### src/rtl/fetch_pkg.sv
// Shared types and constants for the instruction-fetch stage.
//   fetch_state_e : fetch FSM states (boot settle, halted, running)
//   ifid_t        : IF/ID pipeline register contents
// The optional misaligned-redirect check is enabled by defining FETCH_MISALIGN_CHK_EN.
package fetch_pkg;

    localparam int          XLEN_DEF      = 32;
    localparam logic [31:0] RESET_PC_DEF  = 32'h0000_0000;
    localparam logic [31:0] NOP_INSTR_DEF = 32'h0000_0013;   // addi x0,x0,0

    typedef enum logic [1:0] {
        S_BOOT = 2'd0,
        S_HALT = 2'd1,
        S_RUN  = 2'd2
    } fetch_state_e;

    // Address fields are sized by XLEN_DEF; the top must be built with XLEN == XLEN_DEF.
    typedef struct packed {
        logic                valid;
        logic [XLEN_DEF-1:0] pc;
        logic [XLEN_DEF-1:0] pc_plus4;
        logic [31:0]         instr;
    } ifid_t;

endpackage

### src/rtl/fetch_pc_reg.sv
// Program counter register with next-PC selection.
// Ports:
//   clk, rst  : clock, asynchronous active-low reset (pc <= RESET_PC)
//   load      : take load_pc (word aligned, low two bits cleared)
//   load_pc   : redirect target
//   advance   : pc <= pc + 4 (wraps modulo 2^XLEN)
//   pc        : current fetch address
// load has priority over advance; neither asserted means hold.
module fetch_pc_reg
    import fetch_pkg::*;
#(
    parameter int              XLEN     = XLEN_DEF,
    parameter logic [XLEN-1:0] RESET_PC = RESET_PC_DEF
) (
    input  logic            clk,
    input  logic            rst,
    input  logic            load,
    input  logic [XLEN-1:0] load_pc,
    input  logic            advance,
    output logic [XLEN-1:0] pc
);

    logic [XLEN-1:0] pc_next;

    always_comb begin
        pc_next = pc;
        if (load) begin
            pc_next = load_pc & ~XLEN'(3);
        end else if (advance) begin
            pc_next = pc + XLEN'(4);
        end
    end

    always_ff @(posedge clk or negedge rst) begin
        if (!rst) begin
            pc <= RESET_PC;
        end else begin
            pc <= pc_next;
        end
    end

endmodule

### src/rtl/fetch_stage.sv
// Instruction-fetch stage: owns the PC, addresses instruction memory, captures the
// combinational read data into the IF/ID register and handles stall, redirect and halt.
// Ports:
//   clk, rst        : clock, asynchronous active-low reset
//   imem_addr       : fetch address (always equal to pc)
//   imem_rdata      : combinational instruction memory read data
//   stall           : hold pc and IF/ID
//   redirect_valid  : load redirect_pc, flush IF/ID, resume running
//   redirect_pc     : redirect target
//   halt_req        : stop fetching, flush IF/ID
//   if_valid, if_pc, if_pc_plus4, if_instr : IF/ID outputs (if_instr = NOP when invalid)
//   fetch_halted    : FSM in S_HALT
//   fetch_fault     : sticky misaligned-redirect flag
// Build option FETCH_MISALIGN_CHK_EN: a redirect with redirect_pc[1:0] != 0 is refused,
// the stage halts and fetch_fault sets. Without it the target is word-aligned on load and
// fetch_fault is constant 0.
module fetch_stage
    import fetch_pkg::*;
#(
    parameter int              XLEN      = XLEN_DEF,
    parameter logic [XLEN-1:0] RESET_PC  = RESET_PC_DEF,
    parameter logic [31:0]     NOP_INSTR = NOP_INSTR_DEF
) (
    input  logic            clk,
    input  logic            rst,
    output logic [XLEN-1:0] imem_addr,
    input  logic [31:0]     imem_rdata,
    input  logic            stall,
    input  logic            redirect_valid,
    input  logic [XLEN-1:0] redirect_pc,
    input  logic            halt_req,
    output logic            if_valid,
    output logic [XLEN-1:0] if_pc,
    output logic [XLEN-1:0] if_pc_plus4,
    output logic [31:0]     if_instr,
    output logic            fetch_halted,
    output logic            fetch_fault
);

    fetch_state_e    state, state_next;
    ifid_t           ifid, ifid_next;
    logic [XLEN-1:0] pc;
    logic            pc_load;
    logic            pc_advance;
    logic            misaligned;

    fetch_pc_reg #(
        .XLEN     (XLEN),
        .RESET_PC (RESET_PC)
    ) u_pc_reg (
        .clk     (clk),
        .rst     (rst),
        .load    (pc_load),
        .load_pc (redirect_pc),
        .advance (pc_advance),
        .pc      (pc)
    );

`ifdef FETCH_MISALIGN_CHK_EN
    logic fault_q;

    assign misaligned = (redirect_pc[1:0] != 2'b00);

    always_ff @(posedge clk or negedge rst) begin
        if (!rst) begin
            fault_q <= 1'b0;
        end else if (redirect_valid && misaligned) begin
            fault_q <= 1'b1;
        end
    end

    assign fetch_fault = fault_q;
`else
    assign misaligned  = 1'b0;
    assign fetch_fault = 1'b0;
`endif

    // Redirect overrides everything in every state; S_BOOT spends one cycle letting
    // the memory read settle before the first capture.
    always_comb begin
        state_next = state;
        ifid_next  = ifid;
        pc_load    = 1'b0;
        pc_advance = 1'b0;
        if (redirect_valid) begin
            ifid_next.valid = 1'b0;
            if (misaligned) begin
                state_next = S_HALT;
            end else begin
                pc_load    = 1'b1;
                state_next = S_RUN;
            end
        end else begin
            case (state)
                S_BOOT: state_next = S_RUN;
                S_RUN: begin
                    if (halt_req) begin
                        ifid_next.valid = 1'b0;
                        state_next      = S_HALT;
                    end else if (!stall) begin
                        ifid_next.valid    = 1'b1;
                        ifid_next.pc       = pc;
                        ifid_next.pc_plus4 = pc + XLEN'(4);
                        ifid_next.instr    = imem_rdata;
                        pc_advance         = 1'b1;
                    end
                end
                S_HALT: state_next = S_HALT;
                default: state_next = S_BOOT;
            endcase
        end
    end

    always_ff @(posedge clk or negedge rst) begin
        if (!rst) begin
            state         <= S_BOOT;
            ifid.valid    <= 1'b0;
            ifid.pc       <= '0;
            ifid.pc_plus4 <= '0;
            ifid.instr    <= NOP_INSTR;
        end else begin
            state <= state_next;
            ifid  <= ifid_next;
        end
    end

    assign imem_addr    = pc;
    assign if_valid     = ifid.valid;
    assign if_pc        = ifid.pc;
    assign if_pc_plus4  = ifid.pc_plus4;
    assign if_instr     = ifid.valid ? ifid.instr : NOP_INSTR;
    assign fetch_halted = (state == S_HALT);

endmodule

### config.mk
export PLATFORM = sky130hd
export DESIGN_NAME = fetch_stage
export DESIGN_NICKNAME = d
export VERILOG_FILES = /design/src/rtl/fetch_pkg.sv /design/src/rtl/fetch_pc_reg.sv /design/src/rtl/fetch_stage.sv
export SDC_FILE = /design/constraint.sdc
export NUM_CORES = 1
export LEC_CHECK = 0
export BUFFER_PORTS_ARGS = -buffer_cell sky130_fd_sc_hd__buf_4
export CAP_MARGIN = 20
export CORE_ASPECT_RATIO = 0.8
export CORE_MARGIN = 2
export CORE_UTILIZATION = 55
export DETAILED_ROUTE_END_ITERATION = 7
export GPL_TIMING_DRIVEN = 0
export PLACE_DENSITY = 0.85
export SLEW_MARGIN = 20
export SYNTH_ARGS = -nofsm -noshare
export SYNTH_HDL_FRONTEND = slang
export SYNTH_SLANG_ARGS = --single-unit
export TNS_END_PERCENT = 10
### constraint.sdc
create_clock -name clk -period 2.7 [get_ports clk]
set_input_delay 0.54 -clock clk [delete_from_list [all_inputs] [get_ports clk]]
set_output_delay 0.54 -clock clk [all_outputs]
set_load 0.01 [all_outputs]
* After elaboration in Yosys (flattened, before gate mapping)
Index checks and enable logic that the tools add are counted.
** Word-level totals
- Input port bits :: 69
- Bits in registers :: 131
- Logic and storage cells :: 35
- Output and inout port bits :: 131
** Operators by class
- Equal/unequal tests :: 4
- Bitwise operators :: 3
- Mux-type cells :: 16
- Add/subtract/negate cells :: 1
- Reduce and logical (&&, ||, !) cells :: 5
** Operators by type and width (count)
- $mux 97 :: 2
- $mux 32 :: 3
- $mux 96 :: 1
- $add 32x3->32 const B :: 1
- $mux 1 :: 7
- $pmux 2 s3 :: 1
- $mux 2 :: 2
- $reduce_and 4->1 :: 1
- $reduce_bool 2->1 :: 2
- $ne 3x1->1 const B :: 1
- $ne 3x3->1 const B :: 1
- $not 1->1 :: 3
- $eq 2x1->1 const B :: 1
- $eq 2x2->1 const B :: 1
- $logic_not 2->1 :: 1
- $reduce_and 2->1 :: 1

* Longest topological paths before layout
Gate-level depths: netlist (run 1).
- Depth in word-level cells :: 6
- Mapped depth :: 9
- Depth with buffers taken out :: 7

* By module
From an unflattened synthesis (run 1), not the netlist that was laid out.
** Unflattened totals
- Cells, all modules :: 764
- Area total of the unflattened synthesis :: 6645.1 µm²
** Modules (own cells, without submodules)
- fetch_stage :: times used 1, cells an instance 566, seq. area each 2431.1 µm², area an instance 4893.4 µm²
- fetch_pc_reg :: times used 1, cells an instance 198, seq. area each 750.7 µm², area an instance 1751.7 µm²

* Worst setup path after synthesis (run 1)
No wires, ideal clock.
- Path kind :: reg2reg
- Start point :: register u_pc_reg.pc[2]
- End point :: register u_pc_reg.pc[22]
- Path buffers :: 2
- Period minus slack after synthesis :: 1.808 ns
- Library setup time :: 0.132 ns
- Arrival :: 1.676 ns
- Required time :: 2.568 ns
- Setup slack :: 0.892 ns
- Stages on the path, launching flop included :: 9
- Cells stage by stage :: dfrtp_1 > ha_1 > and3_1 > buf_2 > and4_1 > buf_2 > nand3_1 > xor2_1 > o21ai_1
** Between the ends
- Longest elaborated chain between the ends :: 3
** Ends and longest elaborated chain
- from (decl) :: line fetch_pc_reg.sv:20 : output logic [XLEN-1:0] pc
- from (signal assigned) :: line fetch_pc_reg.sv:38 : pc <= pc_next;
- $add 32x3->32 :: line fetch_pc_reg.sv:30 : pc_next = pc + XLEN'(4);
- $mux 32 :: line fetch_pc_reg.sv:29 : end else if (advance) begin
- $mux 32 :: line fetch_pc_reg.sv:27 : if (load) begin
Every way passes these cells. The select of a mux whose other input is x is not followed.
A chain may end at the register's enable or synchronous reset.

* Final worst setup path (run 1)
- Start point :: register state[0]
- End point :: register ifid (netlist bit if_pc_plus4[24])
** Between the ends
- Longest elaborated chain between the ends :: 2
** Ends and longest elaborated chain
- from (decl) :: line fetch_stage.sv:40 : fetch_state_e state, state_next;
- from (signal assigned) :: line fetch_stage.sv:122 : state <= state_next;
- $eq 2x2->1 :: line fetch_stage.sv:94 : case (state)
- $reduce_and 4->1 (no line)
- to (signal assigned) :: line fetch_stage.sv:123 : ifid <= ifid_next;
- to (decl) :: line fetch_stage.sv:41 : ifid_t ifid, ifid_next;
Every way passes these cells.

==> summary.md, run 1 <==
| Metric | Value |
|---|---|
| Skew final | 0.00763 ns |
| Ys async rst share | 1.00 |
| Post-DP HPWL | 12.8 mm |
| Max VDD drop | 0.693 mV |
| Syn. warnings | 0 |
| First-pass GRT wire length | 28.8 mm |
| Std-Cell Rows | 35 |
| PwrDens | 936 mW/mm^2 |
| Cells after synthesis | 748 |
| Leak | 4.48 nW |
| Reg clk slew, reported paths | 0.06 ns |
| Top_reg_cell synth | dfrtp_1 |
| GRT Overall Usage | 0.291 |
| Cells after DPL | 1092 |
| Crit path time final | 2.35 ns |
| Slew @ Worst Pin | 0.654 ns |
| Setup violators final | 0 |
| Hold buffer count at CTS | 0 |
| CTS sink count | 125 |
| Share of cells above drive strength 1 | 0.348 |
| I/O Pins | 200 |
| Pin count of the biggest net entering global routing | 67 |
| End-of-flow core utilization | 0.767 |
| Synthesized flop and latch total | 125 |
| Final worst setup slack | 0.353 ns |
| HP Class | in -> async |
| Non-filler cells in the finished layout | 1124 |
| CTS tree | yes |
| Max Cap Viol | 0 |
| Vias in the first global route | 5584 |
| Top post-synthesis cells by count | 262 x nand2_1, 122 x dfrtp_1, 70 x buf_4, 47 x o21ai_1, 40 x xnor2_1 |
| Initial DRC count | 315 |
| Setup CP Type | reg -> reg |
| CP Data Required Time | 3.04 ns |
| Wire length per cell | 16.1 um |
| Mapped Area | 0.00658 sq mm |
| Post-CTS setup buffers | 0 |
| PortBufs | 189 |
| Die area | 0.0129 sq mm |
| Routed wire length | 18.1 mm |
| Vias post-DR | 5811 |
| GRT overflow | 0 |
| RD Place Congestion | 0.826 |
| Synth unique cells | 41 |
| # H-tree levels | 4 |
| Die Wd | 126 um |
| Layout area overhead | 35.3% |
| CP Launch Type | register |
| Post-synth EDFFs | 0 |
| Vias/cell | 5.17 |
| Status | completed |
| Worst Path Max Fanout | 10 |
| TNS Setup | 0 ns |
| WP data arrival | 2.69 ns |
| RSZ-0062 raised after global routing | no |
| Synth area leaders | dfrtp_1 46%, nand2_1 15%, buf_4 8.0%, xnor2_1 5.3%, o21ai_1 3.6% |
| Synth top area share | 0.464 |
| Die Height | 102 um |
| Post-cts resize count | 0 |
| Num CTS Buffers | 17 |
| Slew Viols, Final | 0 |
| FMAX | 426 MHz |
| DRT Pass-1 Iters | 5 |
| Final net count | 1036 |
| Fillers | 820 |
| Starting Density | 0.567 |
| DRC | 0 |
| Clock insertion delay at the later pin of the skew report | 0.42 ns |
| Area leader, netlist | dfrtp_1 |
| Final Cycle Share | 0.869 |
| Most numerous cell in the Yosys netlist | nand2_1 |
| Ant. Diodes | 0 |
| Root buf cell | clkbuf_16 |
| Final hold vios | 0 |
| Crit path capture type | register |
| Antenna violations before repair | 0 |
| Seq/Total Area, Yosys | 0.476 |
| Hold Slack | 0.107 ns |
| Pre-CTS setup slack | 0.349 ns |
| Syn_area_per_cell | 8.79 sq um |
| Antenna-violating nets left | 0 |
| Worst slew margin | 0.564 |
| Core Region | 0.0116 sq mm |
| Max Buffers Root-to-Sink | 2 |
[critical path: stages (launching register included)]
cell      delay [ns]
dfrtp_1         0.38
inv_1           0.08
ha_1            0.23
nor3b_2         0.21
nand2_1         0.14
clkbuf_1        0.44
clkbuf_1        0.57
nand2_1         0.13
o21ai_1         0.10
[where the power goes]
part | switching, mW | total [mW] | internal, mW
Clock | 0.831 | 2.58 | 1.75
Combinational | 1.24 | 2.77 | 1.53
Sequential | 0.416 | 2.98 | 2.56
[registers in the layout, indices dropped and copies added, names as in the netlist]
signal / cells
if_pc: 30
if_pc_plus4: 30
if_valid: 1
ifid: 32
state: 2
u_pc_reg.pc: 30
[routing by layer]
metal  track usage  part of all wire  vias up
met2         0.478              0.48      251
met1         0.381              0.42     2789
li1              -                 -     2737
met4        0.0947             0.021        0
met5             0                 0        -
met3        0.0761             0.079       34
[per-stage QoR]
stage                     power, mW  instance area [sq um]
after detailed placement       5.76                   8230
after global routing           8.78                   8900
after global placement         5.66                   8200
final                          8.32                   8900
after CTS                      8.36                   8900
after floorplan                4.51                   6600
[worst paths after layout]
path | from | depth (start not counted) | slack, ns | end
worst max-delay path | state[0] | 8 | 0.35 | if_pc_plus4[24]
worst min-delay path | rst | 1 | 0.11 | if_pc[18]
worst max register to register | state[0] | 8 | 0.35 | if_pc_plus4[24]
worst min register to register | ifid[1] | 2 | 0.46 | ifid[1]
max in group asynchronous | rst | 2 | 1.86 | ifid[22]
min in group clk | imem_rdata[2] | 3 | 0.30 | ifid[2]
[cell usage in the layout, fill, tap and decap left out, types with 2 or more instances in the layout]
master / netlist / routed
nand2_1: 262 / 262
buf_4: 70 / 258
dfrtp_1: 122 / 122
o21ai_1: 47 / 47
xnor2_1: 40 / 40
and2_1: 30 / 30
clkbuf_1: 24 / 26
buf_2: 18 / 18
xor2_1: 17 / 17
nor2_1: 17 / 17
clkbuf_16: 0 / 17
o21ai_0: 12 / 12
nand4_1: 10 / 10
nor3_2: 9 / 9
nor3_1: 9 / 9
nand3_1: 7 / 7
conb_1: 1 / 7
bufinv_16: 0 / 6
inv_1: 5 / 5
nand2b_1: 5 / 5
buf_6: 3 / 4
nor4_2: 4 / 4
ha_1: 4 / 4
clkinv_2: 0 / 4
and4_1: 3 / 3
nand4_4: 3 / 3
or2_1: 3 / 3
dfstp_2: 3 / 3
and3_1: 2 / 2
nand3_4: 2 / 2
nand4_2: 2 / 2
mux2i_1: 2 / 2
[final cells by class]
type                            count  area [sq um]  share of cell area
Sequential cell                   125          3130               0.352
Multi-Input combinational cell    508          2700               0.304
Timing Repair Buffer              190          1450               0.163
Buffer                            116           743              0.0835
Clock buffer                       20           447              0.0502
Clock inverter                     12           216              0.0243
Tap cell                          148           185              0.0208
Inverter                            5          18.8             0.00211
[cell families after synthesis]
kind of cell,synth area share
buf+inv,0.116
xor+xnor,0.0759
mux,0.00304
compound gates,0.0493
flops,0.476
other cells,0.000570
fa+ha+maj,0.00761
simple gates,0.271
No activity file was read; power rests on OpenSTA's default activity.
==> run 2: changes to the inputs <==
- CORE_MARGIN: 2 -> 3
==> run 2 against run 1 <==
Net effect: non-clock buffer count unchanged; first-iteration DRC count grew 16%; utilization decreased by 0.31 points; cell area shrank 0.41%; die area rose by 3.6%; via count is 2.1% lower; largest cell class unchanged; largest power group unchanged; highest routed layer unchanged.
==> summary.md, run 2 (synthesis results as in run 1) <==
| Metric | Value |
|---|---|
| Final Cycle Share | 0.881 (+0.0114) |
| Leak | 4.46 nW (-0.37%) |
| Std-Cell Rows | 35 (unchanged) |
| Crit path time final | 2.38 ns (+0.0308 ns) |
| Vias in the first global route | 5651 (+1.2%) |
| Max Buffers Root-to-Sink | 2 (unchanged) |
| Post-CTS setup buffers | 0 (unchanged) |
| PwrDens | 917 mW/mm^2 (-2.0%) |
| Max VDD drop | 0.597 mV (-14%) |
| I/O Pins | 200 (unchanged) |
| Slowest CP cell | clkbuf_1 |
| Routed wire length | 18.3 mm (+1.1%) |
| CP peak stage delay | 0.58 ns (about the same) |
| Max reg flops | 32 (unchanged) |
| Pin count of the biggest net entering global routing | 69 (+3.0%) |
| Setup violators final | 0 (unchanged) |
| Slew @ Worst Pin | 0.670 ns (+0.0152 ns) |
| WP buf/inv | 3 (unchanged) |
| Wire length per cell | 16.3 um (+1.1%) |
| Internal power | 5.62 mW (-3.7%) |
| Vias post-DR | 5690 (-2.1%) |
| RSZ-0062 raised after global routing | no |
| RD Place Congestion | 0.830 (+0.50%) |
| WP data arrival | 2.71 ns (+0.02 ns) |
| Worst Path Max Fanout | 10 (unchanged) |
| Share of cells above drive strength 1 | 0.350 (+0.00205) |
| Top delay family on crit path | buffers and inverters |
| Most frequent cells in the layout | 262 x nand2_1, 258 x buf_4, 122 x dfrtp_1, 47 x o21ai_1, 40 x xnor2_1 |
| Clock share of power | 0.294 (-0.016) |
| Crit. path cell count | 8 (unchanged) |
| Final hold vios | 0 (unchanged) |
| Crit Reg-Reg Startpoint | state[0] |
| Largest Register | ifid |
| Crit path capture type | register |
| PortBufs | 189 (unchanged) |
| DRT Pass-1 Iters | 5 (unchanged) |
| Reg2reg setup slack | 0.32 ns (-0.03 ns) |
| CTS sink count | 125 (unchanged) |
| Slew Viols, Final | 0 (unchanged) |
| Root buf cell | clkbuf_16 |
| CP Cell Sequence | inv_1, ha_1, nor3b_2, nand2_1, clkbuf_1, clkbuf_1, nand2_1, o21ai_1 |
| Setup CP Type | reg -> reg |
| Ant. Diodes | 0 (unchanged) |
| Initial DRC count | 365 (+16%) |
| Worst slew margin | 0.554 (-0.0102) |
| Most common cell after layout, fill and taps aside | nand2_1 |
| Num CTS Buffers | 17 (unchanged) |
| Hold Slack | 0.0883 ns (-0.0186 ns) |
| Starting Density | 0.567 (unchanged) |
| Core Region | 0.0116 sq mm (unchanged) |
| TNS Setup | 0 ns (unchanged) |
| Antenna-violating nets left | 0 (unchanged) |
| Final net count | 1036 (unchanged) |
| Cells after DPL | 1092 (unchanged) |
| R2R depth | 8 (unchanged) |
| Net Sw Frac | 0.308 (+0.00949) |
| Worst setup startpoint | state[0] |
| # H-tree levels | 4 (unchanged) |
| GRT overflow | 0 (unchanged) |
| P_sw | 2.50 mW (+0.71%) |
| Reg power frac | 0.366 (+0.008) |
| Logic pwr share | 0.340 (+0.008) |
| Post-DP HPWL | 13.1 mm (+2.3%) |
| Status | completed |
| Layout area overhead | 34.7% |
| CTS tree | yes |
| Max Cap Viol | 0 (unchanged) |
| Skew final | 0.0117 ns (+0.00411 ns) |
| Die Wd | 128 um (+1.6%) |
| Antenna violations before repair | 0 (unchanged) |
| Clock insertion delay at the later pin of the skew report | 0.42 ns (about the same) |
| First-pass GRT wire length | 29.3 mm (+1.7%) |
| Post-cts resize count | 0 (unchanged) |
| Total power | 8.13 mW (-2.4%) |
| GRT Overall Usage | 0.280 (-0.0102) |
| Die Height | 104 um (+2.0%) |
| Vias/cell | 5.06 (-2.1%) |
| Hold buffer count at CTS | 0 (unchanged) |
| End-of-flow core utilization | 0.763 (-0.00313) |
| DRC | 0 (unchanged) |
| Die area | 0.0133 sq mm (+3.6%) |
| Reg clk slew, reported paths | 0.06 ns (about the same) |
| FMAX | 421 MHz (-1.3%) |
| CP Data Required Time | 3.03 ns (about the same) |
| HP Class | in -> async |
| CP Launch Type | register |
| Non-filler cells in the finished layout | 1124 (unchanged) |
run 2: cell types whose count changed in the layout (fill, tap and decap cells not counted), sizes merged:
cell    delta
bufinv     -3
clkinv     +1
inv        +2
run 2: per-layer routing:
metal	vias to the layer above	track usage	share of wire
met5	-	0	0
met4	0	0.0924	0.021
met3	32	0.0675	0.084
met2	238	0.443	0.47
met1	2681	0.380	0.43
li1	2739	-	-
run 2: worst paths after layout:
path,end
setup / recovery,if_pc_plus4[22]
hold / removal,if_pc[18]
setup reg to reg,if_pc_plus4[22]
hold reg to reg,ifid[0]
max in group asynchronous,ifid[4]
min in group clk,ifid[31]
run 2: per-stage QoR:
stage                     area [sq um]  worst slack [ns]
after detailed placement          8230             0.396
after global placement            8200             0.386
after CTS                         8860             0.349
after floorplan                   6600             0.892
final                             8860             0.322
after global routing              8860             0.169
run 2: cell type report:
cell class / count / area (sq um)
clock inverters: 12 / 160
inverters: 5 / 18.8
plain buffers: 116 / 743
clock buffers: 20 / 467
fillers: 859 / 2750
repair buffers: 190 / 1450
well taps: 148 / 185
multi-input cells: 508 / 2700
flip-flops and latches: 125 / 3130
run 2: power by group through the flow:
stage,registers (mW),logic (mW),clock network [mW]
after floorplan,2.89,1.62,0
final,2.98,2.76,2.39
after CTS,2.98,2.80,2.41
after global routing,3.07,3.04,2.49
after detailed placement,3.00,2.77,0
after global placement,2.96,2.70,0
==> run 3: changes to the inputs <==
- ABC_AREA: default -> 1
- PLACE_DENSITY: 0.85 -> 0.93
==> run 3 against run 2 <==
Net effect: clock skew decreased by 0.0063 ns; area after synthesis is 2.2% lower; sequential cell count stayed put; cell count up 7.7%; register-to-register slack better by 0.57 ns; clock power is 4% lower; synthesized cell count rose by 12%; global-route usage is 0.36 points higher; clock-buffer cell count unchanged; sequential share of layout area grew 0.76 points; utilization up 1.5 points; critical path type is now reg -> out; largest cell class unchanged; highest routed layer unchanged.
==> summary.md, run 3 <==
| Metric | Value |
|---|---|
| Syn_area_per_cell | 7.66 sq um (-13%) |
| Final net count | 1127 (+8.8%) |
| Total power | 8.39 mW (+3.2%) |
| CP peak stage delay | 0.40 ns (-0.18 ns) |
| Max VDD drop | 0.556 mV (-6.9%) |
| Status | completed |
| Most frequent cells in the layout | 348 x nand2_1, 257 x buf_4, 122 x dfrtp_1, 85 x inv_1, 57 x o21ai_0 |
| Vias in the first global route | 5790 (+2.5%) |
| Max Cap Viol | 0 (unchanged) |
| Clock insertion delay at the later pin of the skew report | 0.42 ns (about the same) |
| Post-DP HPWL | 13.6 mm (+3.7%) |
| GRT Overall Usage | 0.284 (+0.00361) |
| Slew Viols, Final | 0 (unchanged) |
| CP Launch Type | register |
| Crit path capture type | primary output |
| Vias post-DR | 6168 (+8.4%) |
| RSZ-0062 raised after global routing | no |
| HP Class | in -> async |
| Area leader, netlist | dfrtp_1 |
| Setup violators final | 0 (unchanged) |
| Top post-synthesis cells by count | 348 x nand2_1, 122 x dfrtp_1, 85 x inv_1, 69 x buf_4, 57 x o21ai_0 |
| Starting Density | 0.577 (+0.0102) |
| Final Cycle Share | 0.854 (-0.0272) |
| Post-cts resize count | 0 (unchanged) |
| Slowest CP cell | buf_1 |
| Routed wire length | 18.5 mm (+1.4%) |
| Logic pwr share | 0.354 (+0.014) |
| Synth top area share | 0.475 (+0.0106) |
| P_sw | 2.72 mW (+8.7%) |
| Std-Cell Rows | 34 (-2.9%) |
| CTS tree | yes |
| Leak | 4.97 nW (+11%) |
| Internal power | 5.66 mW (+0.76%) |
| Pre-CTS setup slack | 0.836 ns (+0.440 ns) |
| CP Data Required Time | 2.16 ns (-0.87 ns) |
| Synthesized flop and latch total | 125 (unchanged) |
| Root buf cell | clkbuf_16 |
| Clock share of power | 0.275 (-0.019) |
| Post-synth EDFFs | 0 (unchanged) |
| First-pass GRT wire length | 28.9 mm (-1.6%) |
| Skew final | 0.00545 ns (-0.00629 ns) |
| Most numerous cell in the Yosys netlist | nand2_1 |
| CTS sink count | 125 (unchanged) |
| Area of the multi-input gates | 0.00234 sq mm (-13%) |
| WP data arrival | 1.76 ns (-0.95 ns) |
| Fillers | 773 (-10%) |
| PortBufs | 189 (unchanged) |
| GRT overflow | 0 (unchanged) |
| Syn. warnings | 0 (unchanged) |
| Ant. Diodes | 0 (unchanged) |
| Worst slew margin | 0.502 (-0.0519) |
| Die Height | 103 um (-1.1%) |
| Setup CP Type | reg -> out |
| # H-tree levels | 4 (unchanged) |
| Core Region | 0.0111 sq mm (-4.0%) |
| Die area | 0.0130 sq mm (-2.1%) |
| Mapped Area | 0.00643 sq mm (-2.2%) |
| PwrDens | 967 mW/mm^2 (+5.4%) |
| Final hold vios | 0 (unchanged) |
| CP Cell Sequence | buf_2, buf_1, nand2_1, inv_1, buf_4 |
| Slew @ Worst Pin | 0.747 ns (+0.0778 ns) |
| Cells after synthesis | 839 (+12%) |
| Wire length per cell | 15.3 um (-5.9%) |
| FMAX | 434 MHz (+3.2%) |
| DRC | 0 (unchanged) |
| Max Buffers Root-to-Sink | 2 (unchanged) |
| Worst Path Max Fanout | 10 (unchanged) |
| TNS Setup | 0 ns (unchanged) |
| Antenna-violating nets left | 0 (unchanged) |
| I/O Pins | 200 (unchanged) |
| Largest Register | ifid |
| Pin count of the biggest net entering global routing | 82 (+19%) |
| Top_reg_cell synth | dfrtp_1 |
| FF+latch area | 0.00313 sq mm (unchanged) |
| Antenna violations before repair | 0 (unchanged) |
| DRT Pass-1 Iters | 5 (unchanged) |
| Crit path time final | 2.30 ns (-0.0734 ns) |
| Post-CTS setup buffers | 0 (unchanged) |
| Synth area leaders | dfrtp_1 47%, nand2_1 20%, buf_4 8.1%, inv_1 5.0%, o21ai_0 4.4% |
| RD Place Congestion | 0.959 (+15%) |
| Vias/cell | 5.09 (+0.61%) |
| Num CTS Buffers | 17 (unchanged) |
| Share of cells above drive strength 1 | 0.318 (-0.0327) |
| Reg power frac | 0.371 (+0.005) |
| Final worst setup slack | 0.395 ns (+0.0734 ns) |
| Seq/Total Area, Yosys | 0.487 (+0.0108) |
| Synth unique cells | 27 (-34%) |
| Most common cell after layout, fill and taps aside | nand2_1 |
| Initial DRC count | 535 (+47%) |
| Max reg flops | 32 (unchanged) |
| Layout area overhead | 34.9% |
| Die Wd | 127 um (-1.1%) |
| Ys async rst share | 1.00 (unchanged) |
| Net Sw Frac | 0.325 (+0.0164) |
| Reg clk slew, reported paths | 0.06 ns (about the same) |
| Hold buffer count at CTS | 0 (unchanged) |
[run 3: final cells by class]
type | count | share of cell area
Sequential cell | 125 | 0.361
Multi-Input combinational cell | 536 | 0.270
Timing Repair Buffer | 190 | 0.167
Buffer | 96 | 0.0744
Clock buffer | 20 | 0.0515
Inverter | 88 | 0.0381
Tap cell | 144 | 0.0208
Clock inverter | 12 | 0.0167
[run 3: routing by layer]
metal,track usage,vias to the layer above,part of all wire
met5,0,-,0
met3,0.0559,45,0.083
met4,0.120,0,0.027
met1,0.392,2887,0.42
li1,-,2922,-
met2,0.446,314,0.47
[run 3: kinds of logic (layout without fill, tap and decap cells)]
family,count (synthesis),in the layout,share of synthesized area
AO/OA/AOI/OAI,67,67,0.0543
buffers and inverters,184,406,0.152
adder cells (fa/ha/maj),4,4,0.00779
AND/OR/NAND/NOR,455,455,0.294
flip-flops,125,125,0.487
XOR/XNOR,3,3,0.00409
other,1,7,0.000583
[run 3: worst paths after layout]
kind	cells past startpoint	startpoint	end	slack [ns]
setup / recovery	5	if_valid	if_instr[29]	0.40
max in group asynchronous	2	rst	if_pc[26]	1.83
min in group clk	3	imem_rdata[5]	ifid[5]	0.32
hold reg to reg	2	ifid[4]	ifid[4]	0.47
setup reg to reg	9	state[0]	u_pc_reg.pc[24]	0.89
hold / removal	1	rst	ifid[30]	0.18
[run 3: worst max-delay path: cells and delay by family, from the launching register on]
kind,cells,cell delay [ns]
and+or+nand+nor,1,0.12
buffers and inverters,4,0.83
DFF,1,0.39
[run 3: power groups by stage]
stage	sequential, mW	combinational (mW)	clock [mW]
2_1_floorplan	3.01	1.72	0
3_3_place_gp	3.08	2.85	0
3_5_place_dp	3.11	2.96	0
4_1_cts	3.10	3.00	2.31
5_1_grt	3.19	3.26	2.40
6_report	3.11	2.97	2.30
[run 3: through the flow]
step / cell area, sq um / cells / util / hold slack (ns)
6_report: 8670 / 1211 / 0.778 / 0.177
4_1_cts: 8670 / 1211 / 0.778 / 0.204
2_1_floorplan: 6450 / 845 / - / 0.244
3_3_place_gp: 8050 / 1178 / 0.722 / 0.454
3_5_place_dp: 8080 / 1179 / 0.725 / 0.456
5_1_grt: 8670 / 1211 / 0.778 / 0.231
